[config.mk]
export PLATFORM = sky130hd
export DESIGN_NAME = brew_sequencer
export DESIGN_NICKNAME = d
export VERILOG_FILES = /design/src/rtl/brew_sequencer.sv
export SDC_FILE = /design/constraint.sdc
export NUM_CORES = 1
export LEC_CHECK = 0
export ABC_AREA = 1
export BUFFER_PORTS_ARGS = -buffer_cell sky130_fd_sc_hd__buf_2
export CORE_MARGIN = 1
export CORE_UTILIZATION = 40
export CTS_CLUSTER_DIAMETER = 120
export DETAILED_ROUTE_END_ITERATION = 12
export PLACE_DENSITY_LB_ADDON = 0.08
export SLEW_MARGIN = 5
export SYNTH_ARGS = -nofsm -noshare
export SYNTH_HDL_FRONTEND = slang
export SYNTH_SLANG_ARGS = --single-unit
export TNS_END_PERCENT = 100
[constraint.sdc]
create_clock -name clk -period 3.5 [get_ports clk]
set_input_delay 0 -clock clk [delete_from_list [all_inputs] [get_ports clk]]
set_output_delay 0 -clock clk [all_outputs]
set_load 0.03 [all_outputs]
[src/rtl/brew_sequencer.sv]
// Grind/heat/pour sequencer with a small paid-order queue and resource fault parking.
// Optional STATS_EN macro adds cups_served / fault_count saturating counters.
module brew_sequencer #(
  parameter int GRIND_CYCLES  = 4,
  parameter int HEAT_CYCLES   = 8,
  parameter int POUR_CYCLES   = 6,
  parameter int WATER_PER_CUP = 2,
  parameter int MAX_PENDING   = 3
) (
  input  logic       clk,
  input  logic       rst,
  input  logic       brew_req,
  input  logic       beans,
  input  logic [4:0] water,
  output logic       grinder_on,
  output logic       heater_on,
  output logic       pump_on,
  output logic       busy,
  output logic       done,
  output logic       fault,
  output logic       overflow,
  output logic [1:0] pending
`ifdef STATS_EN
  ,
  output logic [15:0] cups_served,
  output logic [7:0]  fault_count
`endif
);

  typedef enum logic [2:0] {
    S_IDLE, S_CHECK, S_GRIND, S_HEAT, S_POUR, S_DONE, S_FAULT
  } state_t;

  state_t     state_q, state_d;
  logic [7:0] timer_q, timer_d;
  logic [1:0] pending_q, pending_d;
  logic       overflow_q, overflow_d;
  logic       water_ok;
  logic       accept;

  assign water_ok = (water >= 5'(WATER_PER_CUP));
  // A request landing in DONE is always taken: the finishing cup frees its slot.
  assign accept   = brew_req && ((pending_q != 2'(MAX_PENDING)) || (state_q == S_DONE));

  always_comb begin
    state_d = state_q;
    timer_d = timer_q;
    case (state_q)
      S_IDLE: if (pending_q != 2'd0) state_d = S_CHECK;
      S_CHECK: begin
        if (beans && water_ok) begin
          state_d = S_GRIND;
          timer_d = 8'(GRIND_CYCLES - 1);
        end else begin
          state_d = S_FAULT;
        end
      end
      S_GRIND: begin
        if (!beans) begin
          state_d = S_FAULT;
          timer_d = 8'd0;
        end else if (timer_q == 8'd0) begin
          state_d = S_HEAT;
          timer_d = 8'(HEAT_CYCLES - 1);
        end else begin
          timer_d = timer_q - 8'd1;
        end
      end
      S_HEAT: begin
        if (timer_q == 8'd0) begin
          state_d = S_POUR;
          timer_d = 8'(POUR_CYCLES - 1);
        end else begin
          timer_d = timer_q - 8'd1;
        end
      end
      S_POUR: begin
        if (water == 5'd0) begin
          state_d = S_FAULT;
          timer_d = 8'd0;
        end else if (timer_q == 8'd0) begin
          state_d = S_DONE;
        end else begin
          timer_d = timer_q - 8'd1;
        end
      end
      S_DONE:  state_d = S_IDLE;
      S_FAULT: if (beans && water_ok) state_d = S_IDLE;
      default: state_d = S_IDLE;
    endcase
  end

  always_comb begin
    pending_d = pending_q;
    case ({accept, state_q == S_DONE})
      2'b10:   pending_d = pending_q + 2'd1;
      2'b01:   pending_d = pending_q - 2'd1;
      default: pending_d = pending_q;
    endcase
    overflow_d = brew_req && !accept;
  end

  always_ff @(posedge clk or posedge rst) begin
    if (rst) begin
      state_q    <= S_IDLE;
      timer_q    <= 8'd0;
      pending_q  <= 2'd0;
      overflow_q <= 1'b0;
    end else begin
      state_q    <= state_d;
      timer_q    <= timer_d;
      pending_q  <= pending_d;
      overflow_q <= overflow_d;
    end
  end

  assign grinder_on = (state_q == S_GRIND);
  assign heater_on  = (state_q == S_HEAT);
  assign pump_on    = (state_q == S_POUR);
  assign busy       = (state_q != S_IDLE) && (state_q != S_FAULT);
  assign done       = (state_q == S_DONE);
  assign fault      = (state_q == S_FAULT);
  assign overflow   = overflow_q;
  assign pending    = pending_q;

`ifdef STATS_EN
  logic [15:0] cups_q;
  logic [7:0]  faults_q;

  always_ff @(posedge clk or posedge rst) begin
    if (rst) begin
      cups_q   <= 16'd0;
      faults_q <= 8'd0;
    end else begin
      if (state_q == S_DONE && cups_q != 16'hFFFF) cups_q <= cups_q + 16'd1;
      if (state_d == S_FAULT && state_q != S_FAULT && faults_q != 8'hFF)
        faults_q <= faults_q + 8'd1;
    end
  end

  assign cups_served = cups_q;
  assign fault_count = faults_q;
`endif

endmodule

== Word-level counts from Yosys, hierarchy flattened ==
Cells that the tools add are included.

* Register bits: 14
* Output and inout bits: 9
* Word-level logic and storage cells: 57

* Add/subtract/negate cells: 3
* Reduce and logical (&&, ||, !) cells: 15
* Order comparisons: 1
* Muxes and demuxes: 17
* Eq/ne operators: 17

{| class="wikitable"
|+ Operators with widths
! operator !! number
|-
| 8-bit two-way mux || 6
|-
| 8-bit case mux with 4 select lines || 1
|-
| 3-bit two-way mux || 8
|-
| 3-bit case mux with 6 select lines || 1
|-
| 3-bit equality test (second input constant) || 3
|-
| 8-bit zero test || 1
|-
| 8-bit by 1-bit subtractor with 8-bit output (second input constant) || 1
|-
| 3-bit by 2-bit equality test with 1-bit output (second input constant) || 2
|-
| 2-bit != test (second input constant) || 3
|-
| 3-bit by 2-bit != test with 1-bit output (second input constant) || 2
|-
| 5-bit by 2-bit greater-or-equal comparator with 1-bit output (second input constant) || 1
|-
| 5-bit zero test || 1
|-
| 5-bit AND reduction || 1
|-
| 1-bit logical AND || 4
|-
| 2-bit by 1-bit != test with 1-bit output (second input constant) || 2
|-
| 2-bit case mux with 2 select lines || 1
|-
| 2-bit nonzero test || 2
|-
| 4-bit nonzero test || 1
|-
| 3-bit by 1-bit equality test with 1-bit output (second input constant) || 1
|-
| 3-bit zero test || 1
|-
| 3-bit by 1-bit != test with 1-bit output (second input constant) || 1
|-
| 3-bit != test (second input constant) || 1
|-
| 3-bit AND reduction || 1
|-
| 3-bit nonzero test || 1
|-
| 6 further kinds || 6
|}

== Longest topological paths before layout ==
Gate-level depths: netlist of the first run.

* Word-level depth: 5
* Depth in mapped cells: 11

== Worst setup path after synthesis of the first run ==
No wires, ideal clock.

* Path type: register to register
* From: reg state_q[0]
* To: reg state_q[0]
* Arrival time: 1.467 ns
* Clock period less this slack: 1.596 ns
* Buffers on the path: 0
* Slack: 1.904 ns
* Cell stages (with the launch flop): 9
* Path through: dfrtp_1 -> inv_1 -> nand2_1 -> nor2_1 -> nand2_1 -> nand3_1 -> nand2_1 -> nand2_1 -> o21ai_1

* Cells in the longest elaborated chain, start to end: 3
* Elaborated cells on any way between the ends: 13

{| class="wikitable"
|+ Ends and longest elaborated chain
! element !! line !! RTL
|-
| from (decl) || 34 || <nowiki>state_t state_q, state_d;</nowiki>
|-
| from (signal assigned) || 110 || <nowiki>state_q <= state_d;</nowiki>
|-
| 3-bit by 2-bit equality test with 1-bit output (*) || n/a ||
|-
| via grinder_on || 15 || <nowiki>output logic grinder_on,</nowiki>
|-
| 3-bit by 2-bit != test with 1-bit output (no source line) || n/a ||
|-
| 5-bit AND reduction (no source line) || n/a ||
|}

The timed path passes the listed nets; every way through them passes the cells marked *.
A chain may end at the register's enable or synchronous reset.

== Final worst setup path of the first run ==
* From: reg timer_q[0]
* To: reg timer_q[1]

* Cells in the longest elaborated chain, start to end: 4
* Elaborated cells on any way between the ends: 10

{| class="wikitable"
|+ Ends and longest elaborated chain
! element !! line !! RTL
|-
| from (decl) || 35 || <nowiki>logic [7:0] timer_q, timer_d;</nowiki>
|-
| from (signal assigned) || 111 || <nowiki>timer_q <= timer_d;</nowiki>
|-
| 8-bit by 1-bit subtractor with 8-bit output / 8-bit zero test (equally long branches) || n/a ||
|-
| 8-bit two-way mux (on tied branches) || 81, 62 ||
|-
| 8-bit two-way mux (on tied branches) || 78, 59 ||
|-
| 8-bit case mux with 4 select lines || 48 || <nowiki>case (state_q)</nowiki>
|}

Parallel ways exist; a longest one is shown, timed or not. The select of a mux whose other input is x is not followed.

==> results_dict.tcl, run 1 <==
set metrics [dict create \
    status "complete, no violations" \
    p_int_uw 524 \
    drv_slew 0 \
    criticalPathCategory "flop to flop" \
    die-area_mm2 0.00289 \
    worst_setup_path_start_kind "flop" \
    vias 1085 \
    combPwrFrac_pct 65.0 \
    holdPathEnd "state_q[2]$_DFFE_PP0P_" \
    synthTopCellsByCount "56 x nand2_1, 23 x nor2_1, 22 x inv_1" \
    avgSynthCellArea_um2 6.43 \
    h-tree-depth 1 \
    cts_tree "built" \
    root_buffer "clkbuf_4" \
    synth_edf_count 0 \
    p_leak_nw 0.722 \
    worst_pin_slew_ns 0.538 \
    ys_seq_area_share_pct 32.6 \
    clk_latency_ns 0.28 \
    die_x_um 53.8 \
    synth_largest_area_cell "dfrtp_1" \
    postRouteAntennaNets 0 \
    finalSetupViolCount 0 \
    r2r_slack_ns 1.82 \
    rsz0062_at_grt "false" \
    cts_made_buffers 3 \
    slowest_delay_ns 0.39 \
    grt_pass1_vias 988 \
    slowest_stage "dfrtp_1" \
    synth-compound-area-share_pct 7.58 \
    clock-sinks 14 \
    cts-resized-gates 0 \
    r2r_start "timer_q[0]$_DFFE_PP0P_" \
    worstPathRequired_ns 3.67 \
    fin_crit_ns 1.68 \
    fin_nets 202 \
    wl_um 2400 \
    setup_tns_ns 0 \
    grt_max_degree 15 \
    detail_route.wl_per_cell_um 10.9 \
    fp-row-count 18 \
    hold_viol 0 \
    drc 0 \
    synthFlopType "dfrtp_1" \
    setup.worst_path.end_class "flop" \
    synth_top_family_by_area "simple AND/OR/NAND/NOR gates" \
    placed_area_mm2 0.00120 \
    synth.top_cells.by_area "dfrtp_1 33%, nand2_1 20%, nor2_1 8.0%" \
    synth-adder-area-share_pct 2.33 \
    fin_skew_ns 0.00322 \
    crit_top_cell "nor2_1" \
    antenna_found_initial 0 \
    synth.cell_area_mm2 0.00107 \
    hpwl_um 1910 \
    yosys.area_share.simple_pct 46.3 \
    slew_headroom_pct 64.1 \
    p_switching_uw 639 \
    cp.arrival_ns 1.85 \
    ios 18 \
    post-route-util_pct 50.1 \
    syn_inst 167 \
    die_height_um 53.8 \
    seq_power_share_pct 25.1 \
    port_buffers 17 \
    hold_class "primary input to flop" \
    grt_usage_pct 19.8 \
    cts_setup_buffers 0 \
    dr.pass1.iters 4 \
    clkPwrFrac_pct 9.9 \
    synth_cell_types 22 \
    cts_buffer_depth 2 \
    fmax_ghz 0.595 \
    period_share_pct 48.0 \
    synth_mux_area_share_pct 0 \
    rr_endpoint "timer_q[1]$_DFFE_PP0P_" \
    max_cap_viol_count 0 \
    r2r_cells 9 \
    hold_slack_ns 0.103 \
    synth-xor-area-share_pct 2.45 \
    core_area_mm2 0.00250 \
    switching_share_pct 55.0 \
    pwr_density_cell_mw_per_mm2 929 \
    cp_max_fo 9 \
    path_cells "inv_1, ha_1, nand2_1, nor2_4, nand3_2, nand2_4, inv_2, nor2_1, nor2_1" \
    synth_top_cell_area_share_pct 32.6 \
    grt_pass1_wl_um 4070 \
    ys_seq_elements 14 \
    hp-start "beans" \
    drt-initial-drc-count 15 \
    yosysMostFrequentCell "nand2_1" \
    start_util_pct 42.9 \
    diodes 0 \
    ir_drop_mv 0.500 \
    area_growth_pct 16.7 \
    gp_congestion 0.851 \
    async_flop_share_pct 100 \
    cts_hold_buffers 2 \
    yosysWarnings 0 \
    holdPathStages 4 \
    drive_gt1_share_pct 18.4 \
    design_area_mm2 0.00125 \
    grt-ovfl-total 0 \
    syn_nets 178 \
    clk_pin_slew_worst_paths_ns 0.08 \
    vias_per_cell 4.93 \
]
metrics by stage:
stage	total power, mW	std cells	worst slack (ns)
after global routing	1.29	220	1.70
after detailed placement	1.05	214	1.86
after CTS	1.17	220	1.84
after global placement	1.04	214	1.91
after floorplan	0.875	167	1.90
final	1.16	220	1.82
layer usage:
layer  GRT usage, %  wire [um]  vias to the layer above
met3           1.69         67                        4
met2           32.1       1060                       21
met1           26.8       1250                      494
met5              0          0                        -
met4           7.89         25                        0
li1               -          -                      566
kinds of logic (layout without fill, tap and decap cells):
family          count (synthesis)  after routing
flops                          14             14
simple gates                  110            110
fa+ha+maj                       2              2
compound gates                 13             13
xor+xnor                        3              3
buf+inv                        25             48
flip-flops by register name, indices dropped and copies added (netlist names):
signal and cells:
pending 2, state_q 3, timer_q 8, overflow 1
worst max-delay path by stage:
stage	startpoint	endpoint	slack, ns	cells after the start
6_report	timer_q[0]$_DFFE_PP0P_	timer_q[1]$_DFFE_PP0P_	1.82	9
5_1_grt	timer_q[0]$_DFFE_PP0P_	timer_q[1]$_DFFE_PP0P_	1.70	9
4_1_cts	timer_q[0]$_DFFE_PP0P_	timer_q[1]$_DFFE_PP0P_	1.84	9
3_5_place_dp	timer_q[0]$_DFFE_PP0P_	timer_q[1]$_DFFE_PP0P_	1.86	9
3_3_place_gp	timer_q[0]$_DFFE_PP0P_	timer_q[1]$_DFFE_PP0P_	1.91	9
2_1_floorplan	state_q[0]$_DFFE_PP0P_	state_q[0]$_DFFE_PP0P_	1.90	8
critical path: cells and delay by family, from the launching register on:
kind,cells,cell delay (ns)
adders and majority gates,1,0.18
buffers and inverters,2,0.24
DFF,1,0.39
and+or+nand+nor,6,0.76
cell usage in the layout (no fill, tap or decap), types with 2 or more instances in the layout:
cell type      count
nand2_1           56
nor2_1            23
inv_1             22
nand3_1           17
buf_2             17
dfrtp_1           14
o21ai_0            5
inv_2              3
nand3_2            3
nand2_2            3
a21oi_1            3
xor2_1             3
clkbuf_4           3
nor2_4             2
nand3b_1           2
o21ai_1            2
ha_1               2
dlygate4sd3_1      2
cell type report:
type                            instances  area, um^2
Clock buffer                            4        36.3
Tap cell                               30        37.5
Timing Repair Buffer                   19         105
Fill cell                             241        1250
Multi-Input combinational cell        128         629
Sequential cell                        14         350
Inverter                               25        93.8
power groups by stage:
stage               logic [mW]  clock network [mW]  registers, mW
global placement         0.747                   0          0.292
CTS                      0.760               0.120          0.290
detailed placement       0.753                   0          0.293
global route             0.861               0.128          0.302
floorplan                0.564                   0          0.311
finish                   0.756               0.115          0.291
(Power assumes the default switching activity.)
==> run 2: changes to the inputs <==
- clock period: 3.5 -> 1.6 ns (I/O delays scaled with it)
==> results_dict.tcl, run 2 (synthesis gave the netlist of run 1 again) <==
set metrics [dict create \
    post-route-util_pct 53.0 \
    h-tree-depth 1 \
    seqCellArea_um2 352 \
    port_buffers 17 \
    rr_endpoint "state_q[0]$_DFFE_PP0P_" \
    grt_usage_pct 21.4 \
    drive_gt1_share_pct 23.2 \
    worst_pin_slew_ns 0.563 \
    r2r_cells 8 \
    fin_nets 210 \
    clk_pin_slew_worst_paths_ns 0.10 \
    root_buffer "clkbuf_4" \
    cp.arrival_ns 1.68 \
    fin_total_pwr_mw 2.75 \
    slew_headroom_pct 62.4 \
    layout_common_cells "55 x nand2_1, 23 x nor2_1, 21 x inv_1" \
    placed_area_mm2 0.00122 \
    worstPathRequired_ns 1.78 \
    grt_pass1_vias 1074 \
    finalSetupViolCount 0 \
    hp-start "beans" \
    drt-initial-drc-count 27 \
    area_growth_pct 23.3 \
    detail_route.wl_per_cell_um 11.3 \
    regMostFlops "timer_q" \
    grt_max_degree 15 \
    status "complete, no violations" \
    fin_skew_ns 0.00276 \
    r2r_start "state_q[1]$_DFFE_PP0P_" \
    layout.cells.non_filler 228 \
    cp_max_fo 6 \
    design_area_mm2 0.00132 \
    pwr_density_cell_mw_per_mm2 2080 \
    start_util_pct 42.9 \
    p_leak_nw 0.761 \
    postRouteAntennaNets 0 \
    hpwl_um 1970 \
    antenna_found_initial 0 \
    period_share_pct 93.8 \
    final_common_cell "nand2_1" \
    fp-row-count 18 \
    hold_class "primary input to flop" \
    drc 0 \
    setup_tns_ns 0 \
    largest_reg_flops 8 \
    clock-sinks 14 \
    r2r_slack_ns 0.1 \
    die_x_um 53.8 \
    hold_viol 0 \
    die-area_mm2 0.00289 \
    place_inst 217 \
    criticalPathCategory "flop to flop" \
    ios 18 \
    crit_top_cell "nand2_1" \
    core_area_mm2 0.00250 \
    cts_buffer_depth 2 \
    max_cap_viol_count 0 \
    path_cells "inv_2, nand2_1, nor2_4, nand2_2, nand3_1, nand2_1, nand2_1, o21ai_1" \
    slowest_stage "dfrtp_2" \
    num-fill-cells 247 \
    drv_slew 0 \
    cts_made_buffers 3 \
    vias 1121 \
    holdPathEnd "state_q[2]$_DFFE_PP0P_" \
    wl_um 2570 \
    gp_congestion 0.822 \
    holdPathStages 4 \
    dr.pass1.iters 4 \
    fin_crit_ns 1.50 \
    fmax_ghz 0.667 \
    vias_per_cell 4.92 \
    die_height_um 53.8 \
    crit_start "state_q[1]$_DFFE_PP0P_" \
    grt_pass1_wl_um 4400 \
    grt-ovfl-total 0 \
    diodes 0 \
    worst_setup_path_start_kind "flop" \
    clk_latency_ns 0.29 \
    cts_tree "built" \
    ir_drop_mv 1.04 \
    multi_input_area_um2 639 \
    slowest_delay_ns 0.47 \
    setup.worst_path.end_class "flop" \
]
-- run 2: critical path: cells and delay by family, from the launching register on --
kind,cells,cell delay (ns)
AOI/OAI and AO/OA,1,0.07
buffers and inverters,1,0.08
DFF,1,0.47
and+or+nand+nor,6,0.77
-- run 2: layer usage --
layer	vias up	wire length [um]	track usage, %
met5	-	0	0
met1	517	1280	26.7
met3	2	100	5.93
met4	0	14	5.70
li1	582	-	-
met2	20	1180	35.8
-- run 2: cell type report --
cell class	instances	share of cell area [%]
Sequential cell	14	26.6
Clock buffer	4	2.74
Inverter	25	7.09
Timing Repair Buffer	27	12.5
Multi-Input combinational cell	128	48.3
Tap cell	30	2.84
-- run 2: per-stage QoR --
step,worst slack (ns),hold slack [ns]
6_report,0.0998,0.0980
5_1_grt,-0.0210,0.127
4_1_cts,0.0455,0.0933
3_5_place_dp,0.0626,0.0881
3_3_place_gp,0.0787,0.0758
2_1_floorplan,0.00424,-0.111
-- run 2: timing repair --
action / CTS / global route
setup endpoints to repair: 0 / 8
gates resized for setup: 0 / 4
setup buffers: 0 / 5
endpoints found under the hold margin: 15 / 0
hold buffers: 2 / 0
-- run 2: worst max path at each step --
| stage | cells past startpoint | to | slack [ns] |
|---|---|---|---|
| 2_1_floorplan | 8 | state_q[0]$_DFFE_PP0P_ | 0.004 |
| 3_3_place_gp | 9 | timer_q[2]$_DFFE_PP0P_ | 0.08 |
| 3_5_place_dp | 9 | timer_q[1]$_DFFE_PP0P_ | 0.06 |
| 4_1_cts | 9 | timer_q[1]$_DFFE_PP0P_ | 0.05 |
| 5_1_grt | 9 | state_q[2]$_DFFE_PP0P_ | -0.02 |
| 6_report | 8 | state_q[0]$_DFFE_PP0P_ | 0.1 |
-- run 2: power by group --
part           internal [mW]  switching (mW)
Sequential             0.495           0.127
Clock                  0.139           0.132
Combinational          0.655            1.20
Total                   1.29            1.46
==> run 3: changes to the inputs <==
- CORE_MARGIN: 1 -> 5
- CORE_UTILIZATION: 40 -> 30
- HOLD_SLACK_MARGIN: default -> 0.08
==> results_dict.tcl, run 3 (synthesis gave the netlist of run 1 again) <==
set metrics [dict create \
    drt-initial-drc-count 70 \
    root_buffer "clkbuf_4" \
    area_growth_pct 28.8 \
    largest_reg_flops 8 \
    p_switching_mw 1.53 \
    drv_slew 0 \
    cts_made_buffers 3 \
    worst_setup_path_start_kind "flop" \
    ir_drop_mv 0.713 \
    grt_usage_pct 11.9 \
    wl_um 2810 \
    grt_pass1_wl_um 4840 \
    p_leak_nw 0.779 \
    status "complete, no violations" \
    grt_max_degree 15 \
    clock-sinks 14 \
    period_share_pct 92.2 \
    crit_start "timer_q[1]$_DFFE_PP0P_" \
    vias 1129 \
    die-area_mm2 0.00487 \
    detail_route.wl_per_cell_um 11.3 \
    port_buffers 17 \
    ios 18 \
    clk_pin_slew_worst_paths_ns 0.10 \
    die_x_um 69.8 \
    fin_skew_ns 0.0123 \
    combPwrFrac_pct 69.5 \
    hp-start "beans" \
    regMostFlops "timer_q" \
    h-tree-depth 1 \
    cts_buffer_depth 2 \
    gp_congestion 0.801 \
    p_int_mw 1.35 \
    setup_tns_ns 0 \
    clk_latency_ns 0.29 \
    slowest_stage "dfrtp_1" \
    postRouteAntennaNets 0 \
    fmax_ghz 0.678 \
    core_area_mm2 0.00339 \
    drive_gt1_share_pct 26.7 \
    setup.worst_path.end_class "flop" \
    dr.pass1.iters 4 \
    hpwl_um 2120 \
    r2r_start "timer_q[1]$_DFFE_PP0P_" \
    worst_pin_slew_ns 0.560 \
    max_cap_viol_count 0 \
    cts_tree "built" \
    cp.arrival_ns 1.67 \
    start_util_pct 31.7 \
    fin_total_pwr_mw 2.88 \
    fin_nets 214 \
    layout_common_cells "53 x nand2_1, 23 x nor2_1, 21 x inv_1" \
    drc 0 \
    fp-row-count 21 \
    clkPwrFrac_pct 9.2 \
    hold_slack_ns 0.105 \
    hold_viol 0 \
    hold_class "primary input to flop" \
    vias_per_cell 4.55 \
    diodes 0 \
    fin_crit_ns 1.48 \
    slowest_delay_ns 0.42 \
    cp_max_fo 5 \
    path_cells "inv_2, ha_1, nand2_2, nor2_4, nand3_4, nand2_4, inv_2, nor2_1, nor2_1" \
    seq_power_share_pct 21.3 \
    criticalPathCategory "flop to flop" \
    worstPathRequired_ns 1.79 \
    grt_pass1_vias 1115 \
    finalSetupViolCount 0 \
    final_common_cell "nand2_1" \
    antenna_found_initial 0 \
    slew_headroom_pct 62.6 \
    rsz0062_at_grt "false" \
    grt-ovfl-total 0 \
    die_height_um 69.8 \
    pwr_density_cell_mw_per_mm2 2080 \
    switching_share_pct 53.0 \
]
==> run 3: cell count changes in the layout (fill, tap and decap cells not counted), sizes merged <==
cell / delta
buf: +3
nand2: +1
==> run 3: path summary, 6_finish.rpt <==
path	end	slack (ns)	cells past startpoint
setup / recovery	timer_q[1]$_DFFE_PP0P_	0.12	9
hold / removal	state_q[2]$_DFFE_PP0P_	0.10	4
setup reg to reg	timer_q[1]$_DFFE_PP0P_	0.12	9
hold reg to reg	timer_q[0]$_DFFE_PP0P_	0.51	2
max in group asynchronous	state_q[1]$_DFFE_PP0P_	0.89	3
min in group asynchronous	timer_q[7]$_DFFE_PP0P_	0.29	3
==> run 3: final cells by class <==
class | instances | area [um^2]
clock buffer | 4 | 36.3
multi-input combinational | 129 | 654
inverter | 25 | 93.8
fill | 351 | 2010
timing repair buffer | 30 | 188
sequential | 14 | 353
tap | 46 | 57.6
==> run 3: stage by stage <==
step	setup slack, ns	util (%)	instances	area [um^2]
after floorplan	0.00424	-	167	1070
after global placement	0.0299	36.8	234	1250
after detailed placement	0.0384	36.8	234	1250
after CTS	0.0102	38.4	240	1300
after global routing	0.0142	40.8	248	1380
final	0.124	40.8	248	1380
==> run 3: timing repair <==
item,CTS,global route
hold endpoints to repair,16,0
setup endpoints to repair,0,11
hold buffers,2,0
resized for setup,0,8
buffers inserted,0,7
==> run 3: metal layers <==
| layer | up-vias | wire (um) | GRT usage [%] |
|---|---|---|---|
| met2 | 21 | 1360 | 19.8 |
| li1 | 588 | - | - |
| met4 | 0 | 10 | 2.34 |
| met3 | 2 | 94 | 3.19 |
| met5 | - | 0 | 0 |
| met1 | 518 | 1340 | 15.3 |
==> run 3: critical path: cells and delay by family, from the launching register on <==
| family | cells | cell delay [ns] |
|---|---|---|
| adders and majority gates | 1 | 0.16 |
| buffers and inverters | 2 | 0.16 |
| DFF | 1 | 0.42 |
| and+or+nand+nor | 6 | 0.63 |
==> run 3: power groups by stage <==
stage	Clock [mW]	Combinational, mW	Sequential, mW
6_report	0.266	2.00	0.613
5_1_grt	0.294	2.24	0.642
4_1_cts	0.278	1.75	0.626
3_5_place_dp	0	1.74	0.634
3_3_place_gp	0	1.76	0.629
2_1_floorplan	0	1.23	0.681
